File: config.mk
export PLATFORM = sky130hd
export DESIGN_NAME = nonce_search_ctrl
export DESIGN_NICKNAME = d
export VERILOG_FILES = /design/src/rtl/nonce_search_ctrl.sv
export SDC_FILE = /design/constraint.sdc
export NUM_CORES = 2
export LEC_CHECK = 0
export CAP_MARGIN = 20
export CORE_AREA = 2 2 691 693
export CTS_CLUSTER_SIZE = 28
export DETAILED_ROUTE_END_ITERATION = 8
export DIE_AREA = 0 0 693 695
export PLACE_DENSITY_LB_ADDON = 0.05
export RECOVER_POWER = 50
export SYNTH_ARGS = -nofsm -noshare
export SYNTH_HDL_FRONTEND = slang
export SYNTH_SLANG_ARGS = --single-unit
export TNS_END_PERCENT = 100
File: constraint.sdc
create_clock -name clk -period 10.36 [get_ports clk]
set_input_delay 1.036 -clock clk [delete_from_list [all_inputs] [get_ports clk]]
set_output_delay 1.036 -clock clk [all_outputs]
set_load 0.02 [all_outputs]
File: src/rtl/nonce_search_ctrl.sv
// Nonce search sequencer in front of a SHA-256 core: launches one hash per nonce,
// compares each digest against a target and stops on a hit, range end or abort.
module nonce_search_ctrl #(
    parameter int PREFIX_W = 408,
    parameter int NONCE_W  = 32
) (
    input  logic                        clk,
    input  logic                        n_rst,
    input  logic                        start,
    input  logic                        abort,
    input  logic [PREFIX_W-1:0]         header_prefix,
    input  logic [255:0]                target,
    input  logic [NONCE_W-1:0]          nonce_start,
    input  logic [NONCE_W-1:0]          nonce_end,
    output logic [PREFIX_W+NONCE_W-1:0] sha_msg,
    output logic                        sha_begin,
    input  logic                        sha_done,
    input  logic [255:0]                sha_hash,
    output logic                        busy,
    output logic                        found,
    output logic                        exhausted,
    output logic [NONCE_W-1:0]          result_nonce,
    output logic [255:0]                result_hash,
    output logic [NONCE_W:0]            hash_count
);

    typedef enum logic [2:0] {
        IDLE  = 3'd0,
        ISSUE = 3'd1,
        WAIT  = 3'd2,
        CHECK = 3'd3,
        DONE  = 3'd4,
        DRAIN = 3'd5
    } state_t;

    state_t state;
    state_t next_state;

    logic [PREFIX_W-1:0] prefix_q;
    logic [255:0]        target_q;
    logic [255:0]        hash_q;
    logic [NONCE_W-1:0]  nonce_q;
    logic [NONCE_W-1:0]  nonce_end_q;

    logic start_ok;
    logic hit;
    logic last_nonce;
    logic begin_d;
    logic busy_d;

    assign start_ok   = start && !abort && (state == IDLE || state == DONE);
    assign hit        = (hash_q <= target_q);
    assign last_nonce = (nonce_q == nonce_end_q);

    // Both halves are registers, so the message is held steady while a hash runs.
    assign sha_msg = {prefix_q, nonce_q};

    always_comb begin
        next_state = state;
        begin_d    = 1'b0;
        busy_d     = 1'b0;
        if (abort) begin
            // A launched hash cannot be recalled; wait out its sha_done unless it lands now.
            case (state)
                ISSUE:   next_state = DRAIN;
                WAIT:    next_state = sha_done ? IDLE : DRAIN;
                DRAIN:   next_state = sha_done ? IDLE : DRAIN;
                default: next_state = IDLE;
            endcase
        end else begin
            case (state)
                IDLE, DONE: begin
                    if (start) begin
                        next_state = ISSUE;
                    end
                end
                ISSUE: next_state = WAIT;
                WAIT: begin
                    if (sha_done) begin
                        next_state = CHECK;
                    end
                end
                CHECK: next_state = (hit || last_nonce) ? DONE : ISSUE;
                DRAIN: begin
                    if (sha_done) begin
                        next_state = IDLE;
                    end
                end
                default: next_state = IDLE;
            endcase
        end
        begin_d = (next_state == ISSUE);
        busy_d  = (next_state == ISSUE) || (next_state == WAIT) ||
                  (next_state == CHECK) || (next_state == DRAIN);
    end

    always_ff @(posedge clk or negedge n_rst) begin
        if (!n_rst) begin
            state     <= IDLE;
            sha_begin <= 1'b0;
            busy      <= 1'b0;
        end else begin
            state     <= next_state;
            sha_begin <= begin_d;
            busy      <= busy_d;
        end
    end

    // Job context, digest capture and result bookkeeping.
    always_ff @(posedge clk or negedge n_rst) begin
        if (!n_rst) begin
            prefix_q     <= '0;
            target_q     <= '0;
            hash_q       <= '0;
            nonce_q      <= '0;
            nonce_end_q  <= '0;
            found        <= 1'b0;
            exhausted    <= 1'b0;
            result_nonce <= '0;
            result_hash  <= '0;
            hash_count   <= '0;
        end else if (abort) begin
            found      <= 1'b0;
            exhausted  <= 1'b0;
            hash_count <= '0;
        end else if (start_ok) begin
            prefix_q    <= header_prefix;
            target_q    <= target;
            nonce_q     <= nonce_start;
            nonce_end_q <= nonce_end;
            found       <= 1'b0;
            exhausted   <= 1'b0;
            hash_count  <= '0;
        end else if (state == WAIT && sha_done) begin
            hash_q     <= sha_hash;
            hash_count <= hash_count + 1'b1;
        end else if (state == CHECK) begin
            // A hit on the final nonce reports found, not exhausted.
            if (hit) begin
                found        <= 1'b1;
                result_nonce <= nonce_q;
                result_hash  <= hash_q;
            end else if (last_nonce) begin
                exhausted <= 1'b1;
            end else begin
                nonce_q <= nonce_q + 1'b1;
            end
        end
    end

endmodule

==> results list <==
- The detailed router placed 46,700 vias in this run.
* Number of violations reported at the end of detailed-routing iteration 0: 1,932
* Power density over the cells: about 320 mW/mm²
- Critical Path AT: 7.67 ns
- Across the routed clock network, the largest skew measured is 0.0494 ns.
- After clock tree synthesis, the repair step resized 0 gates.
- Dividing the synthesized area by the synthesized cell count gives 10.6 µm².
- Worst Path Class, Setup: in -> async
- Of the synthesized area, sequential elements account for 58.6%.
- After the flow finishes, the layout carries non-filler instances totaling approximately 13,000.
- Placer's final routability congestion estimate: 0.883
- Hold is met by 0.464 ns.
- Area added between synthesis and finish: 56.5%
* Root buffer selected by CTS: clkbuf_16
* Critical path endpoint category: asynchronous set/reset pin
* Max-cap check violation count: 17
- For this run, the leading register cell type out of synthesis is dfrtp_1.
* Vias in the first global route: 50,100
- Die Height: a little under 700 µm
- Transition time at the pin with the least slew margin: 5.33 ns
- Number of nets still failing antenna checks after routing: 0
- Clock-pin slew was measured on the worst setup and hold paths at 0.05 ns.
* Number of ports placed on the die boundary: roughly 1,800
- The die covers approximately 0.48 mm².
* Maximum single-stage delay on the critical path: approximately 3.7 ns
* Post-synthesis sequential element count: 1,312
- After floorplanning, the core was divided into 253 placement rows.
* Placeable Area: 0.474 mm²
- Wire length of the first global-routing pass: about 470,000 µm
- After routing, the total negative slack on setup checks comes to 0 ns.
- Detailed placement ended at an HPWL of 282,000 µm.
* Top fanout value on the critical path: 90
* Placement-stage worst setup slack: 4.11 ns
- Congestion Overflow GR: 0
* Failing checks: max-capacitance violations, max-slew violations
- Summing every instance area after synthesis gives 0.0560 mm².
* Clock latency at the later pin of the worst-skew pair: 0.90 ns
- Via density per instance: 3.46
- Warning count from the yosys run: 0
- Die W: 693 µm
- After filler insertion, the fill cell instance count of the layout stands at 52,200.
* Worst Setup Slack, final: 3.42 ns
- The worst path uses 67.0% of the clock period.
* Highest attainable clock frequency: 144 MHz
- Synthesized netlist cell count: 5,263
* Number of max-slew violations in the final report: 831
* Final hold violations: 0
* Routed len/inst: 26.4 µm
* Count of flip-flops with a built-in enable after synthesis: 0
- CTS saw 1,312 sinks.
* Cts bufs inserted: 201
* Remaining design rule violation count: 0
- Entering global routing, the biggest net connects ~160 pins.
- Max_slew headroom: -255%
* Placed Instances: ~13,000
- The smallest clock period supported by the final layout is computed as 6.94 ns.
- Routed Wire Length: 357,000 µm
* Setup repair bufs after CTS: 0
- Global routing used 14.4% of the available tracks.
- Synth cell types: 64
- Clock Path Buffers: 4
- Share of synthesized flip-flops with an asynchronous set or reset: 100%
* Initial cell density of the core: 11.8%
- Summed over all cells, the static leakage comes to 39.2 nW.
- The critical path goes through dlygate4sd3_1, buf_16, clkbuf_1, clkbuf_2.
- STA classifies the critical path startpoint as an input port.
- For this run, the post-layout net count is 8,292.
* Antenna violations before repair: between 300 and 400
* RSZ-0062 raised after global routing: no
* Maximum vdd ir drop: 137 µV
- Count of TritonRoute iterations in the first routing pass: 5
* Result of the run: finished with violations
* Required time of the worst setup path: ~11 ns
- H-tree levels: 4
- Master of the slowest instance on the critical path: clkbuf_1
- Net Count, Synth: 6,510
- Cell area after layout: 0.0877 mm²
- TritonCTS built the clock tree.
* IO buf count: between 1,500 and 2,000
- Setup violations remaining at the end of the flow were counted as 0.
* Classification of the worst-slack hold path: reg -> reg
- Cells with a size suffix above 1 make up 9.98% of the layout.
- Area of placed instances: 0.0811 mm²
cell usage in the layout (no fill, tap or decap), types with 37 or more instances in the layout:
| cell | synthesis | routed |
|---|---|---|
| mux2_1 | 200 | 200 |
| o21ai_0 | 326 | 326 |
| clkbuf_1 | 203 | 67 |
| nand3_1 | 52 | 52 |
| xnor2_1 | 39 | 39 |
| clkbuf_8 | 0 | 58 |
| ha_1 | 258 | 258 |
| clkdlybuf4s50_1 | 0 | 1388 |
| nor2_1 | 84 | 84 |
| dlygate4sd3_1 | 0 | 365 |
| inv_1 | 274 | 274 |
| dfrtp_1 | 1312 | 1312 |
| nand2_1 | 1686 | 1686 |
| mux2_2 | 344 | 344 |
| nand4_1 | 75 | 75 |
| a21oi_1 | 132 | 132 |
| diode_2 | 0 | 40 |
| clkbuf_16 | 0 | 203 |
| buf_4 | 17 | 37 |
sequential cells by signal, summed over array words and instances, names as in the netlist:
| register | cells |
|---|---|
| target_q | 256 |
| result_nonce | 32 |
| found | 1 |
| nonce_end_q | 32 |
| nonce_q | 32 |
| prefix_q | 408 |
| hash_q | 256 |
| sha_begin | 1 |
| busy | 1 |
| exhausted | 1 |
| state | 3 |
| hash_count | 33 |
| result_hash | 256 |
critical path, delay by kind of cell:
| family | cells | cell delay [ns] |
|---|---|---|
| buf+inv | 4 | 6.26 |
repair_timing:
action / 4_1_cts / 5_1_grt
hold buffers: 1 / 0
endpoints found under the hold margin: 1 / 0
endpoints found under the setup margin: 0 / 0
synthesized netlist by cell type (3+ instances only):
cell type | instances | area share (%)
a211oi_1 | 14 | 0.19
a21o_1 | 17 | 0.23
a21oi_1 | 132 | 1.2
a221o_1 | 5 | 0.089
a221oi_1 | 11 | 0.17
a22oi_1 | 6 | 0.080
a31oi_1 | 6 | 0.067
and2_1 | 6 | 0.067
and3_1 | 15 | 0.17
and4_1 | 7 | 0.11
buf_1 | 4 | 0.027
buf_2 | 8 | 0.071
buf_4 | 17 | 0.23
buf_6 | 10 | 0.20
clkbuf_1 | 203 | 1.4
dfrtp_1 | 1312 | 59
ha_1 | 258 | 5.8
inv_1 | 274 | 1.8
mux2_1 | 200 | 4.0
mux2_2 | 344 | 6.9
mux2i_1 | 3 | 0.054
nand2_1 | 1686 | 11
nand2b_1 | 3 | 0.034
nand3_1 | 52 | 0.46
nand4_1 | 75 | 0.84
nor2_1 | 84 | 0.56
nor2b_1 | 7 | 0.078
nor3_1 | 30 | 0.27
nor3b_1 | 3 | 0.040
nor4_1 | 19 | 0.21
o211ai_1 | 9 | 0.12
o21a_1 | 3 | 0.040
o21ai_0 | 326 | 2.9
o22ai_1 | 7 | 0.078
o31ai_1 | 3 | 0.040
or2_2 | 3 | 0.034
or3_1 | 9 | 0.10
xnor2_1 | 39 | 0.61
xor2_1 | 22 | 0.34
layer usage:
layer | share of wire, % | up-vias | track usage [%]
met5 | 0.20 | - | 0
met4 | 3.1 | 110 | 3.46
met3 | 7.0 | 843 | 4.55
met2 | 56 | 1654 | 28.8
met1 | 34 | 23000 | 14.1
li1 | - | 21100 | -
through the flow:
step	power, mW	utilization (%)
after floorplan	14.5	-
after global placement	21.7	17.1
after detailed placement	21.6	17.1
after CTS	29.1	18.5
after global routing	30.0	18.5
final	27.9	18.5
kinds of logic after synthesis:
logic type      count (synthesis)  share of synthesized area [%]
compound gates                559                           5.53
buf+inv                       517                           3.73
mux                           547                           11.0
simple gates                 2009                           14.4
fa+ha+maj                     258                           5.76
flops                        1312                           58.6
xor+xnor                       61                          0.954
path summary, 6_finish.rpt:
| kind | start | end | slack (ns) | cells after the start |
|---|---|---|---|---|
| worst min register to register | prefix_q[310]$_DFFE_PN0P_ | prefix_q[310]$_DFFE_PN0P_ | 0.46 | 2 |
| worst max-delay path | n_rst | hash_q[184]$_DFFE_PN0P_ | 3.42 | 4 |
| max in group clk | sha_done | hash_q[202]$_DFFE_PN0P_ | 3.81 | 7 |
| min in group asynchronous | n_rst | prefix_q[357]$_DFFE_PN0P_ | 0.71 | 2 |
| worst max register to register | state[0]$_DFF_PN0_ | hash_q[202]$_DFFE_PN0P_ | 4.05 | 5 |
| worst min-delay path | prefix_q[310]$_DFFE_PN0P_ | prefix_q[310]$_DFFE_PN0P_ | 0.46 | 2 |
layout make-up:
| type | count | area, µm² | share of cell area (%) |
|---|---|---|---|
| antenna | 40 | 100 | 0.114 |
| sequential | 1312 | 32800 | 37.4 |
| clock inverter | 46 | 549 | 0.626 |
| tap | 6247 | 7820 | 8.91 |
| timing repair buffer | 1821 | 18100 | 20.7 |
| multi-input combinational | 3434 | 21100 | 24.1 |
| clock buffer | 313 | 6070 | 6.93 |
| inverter | 275 | 1030 | 1.18 |
where the power goes:
part | switching, mW | internal, mW
Sequential | 1.81 | 7.53
Combinational | 6.73 | 4.71
Clock | 2.88 | 4.21
No activity file was read; power rests on OpenSTA's default activity.
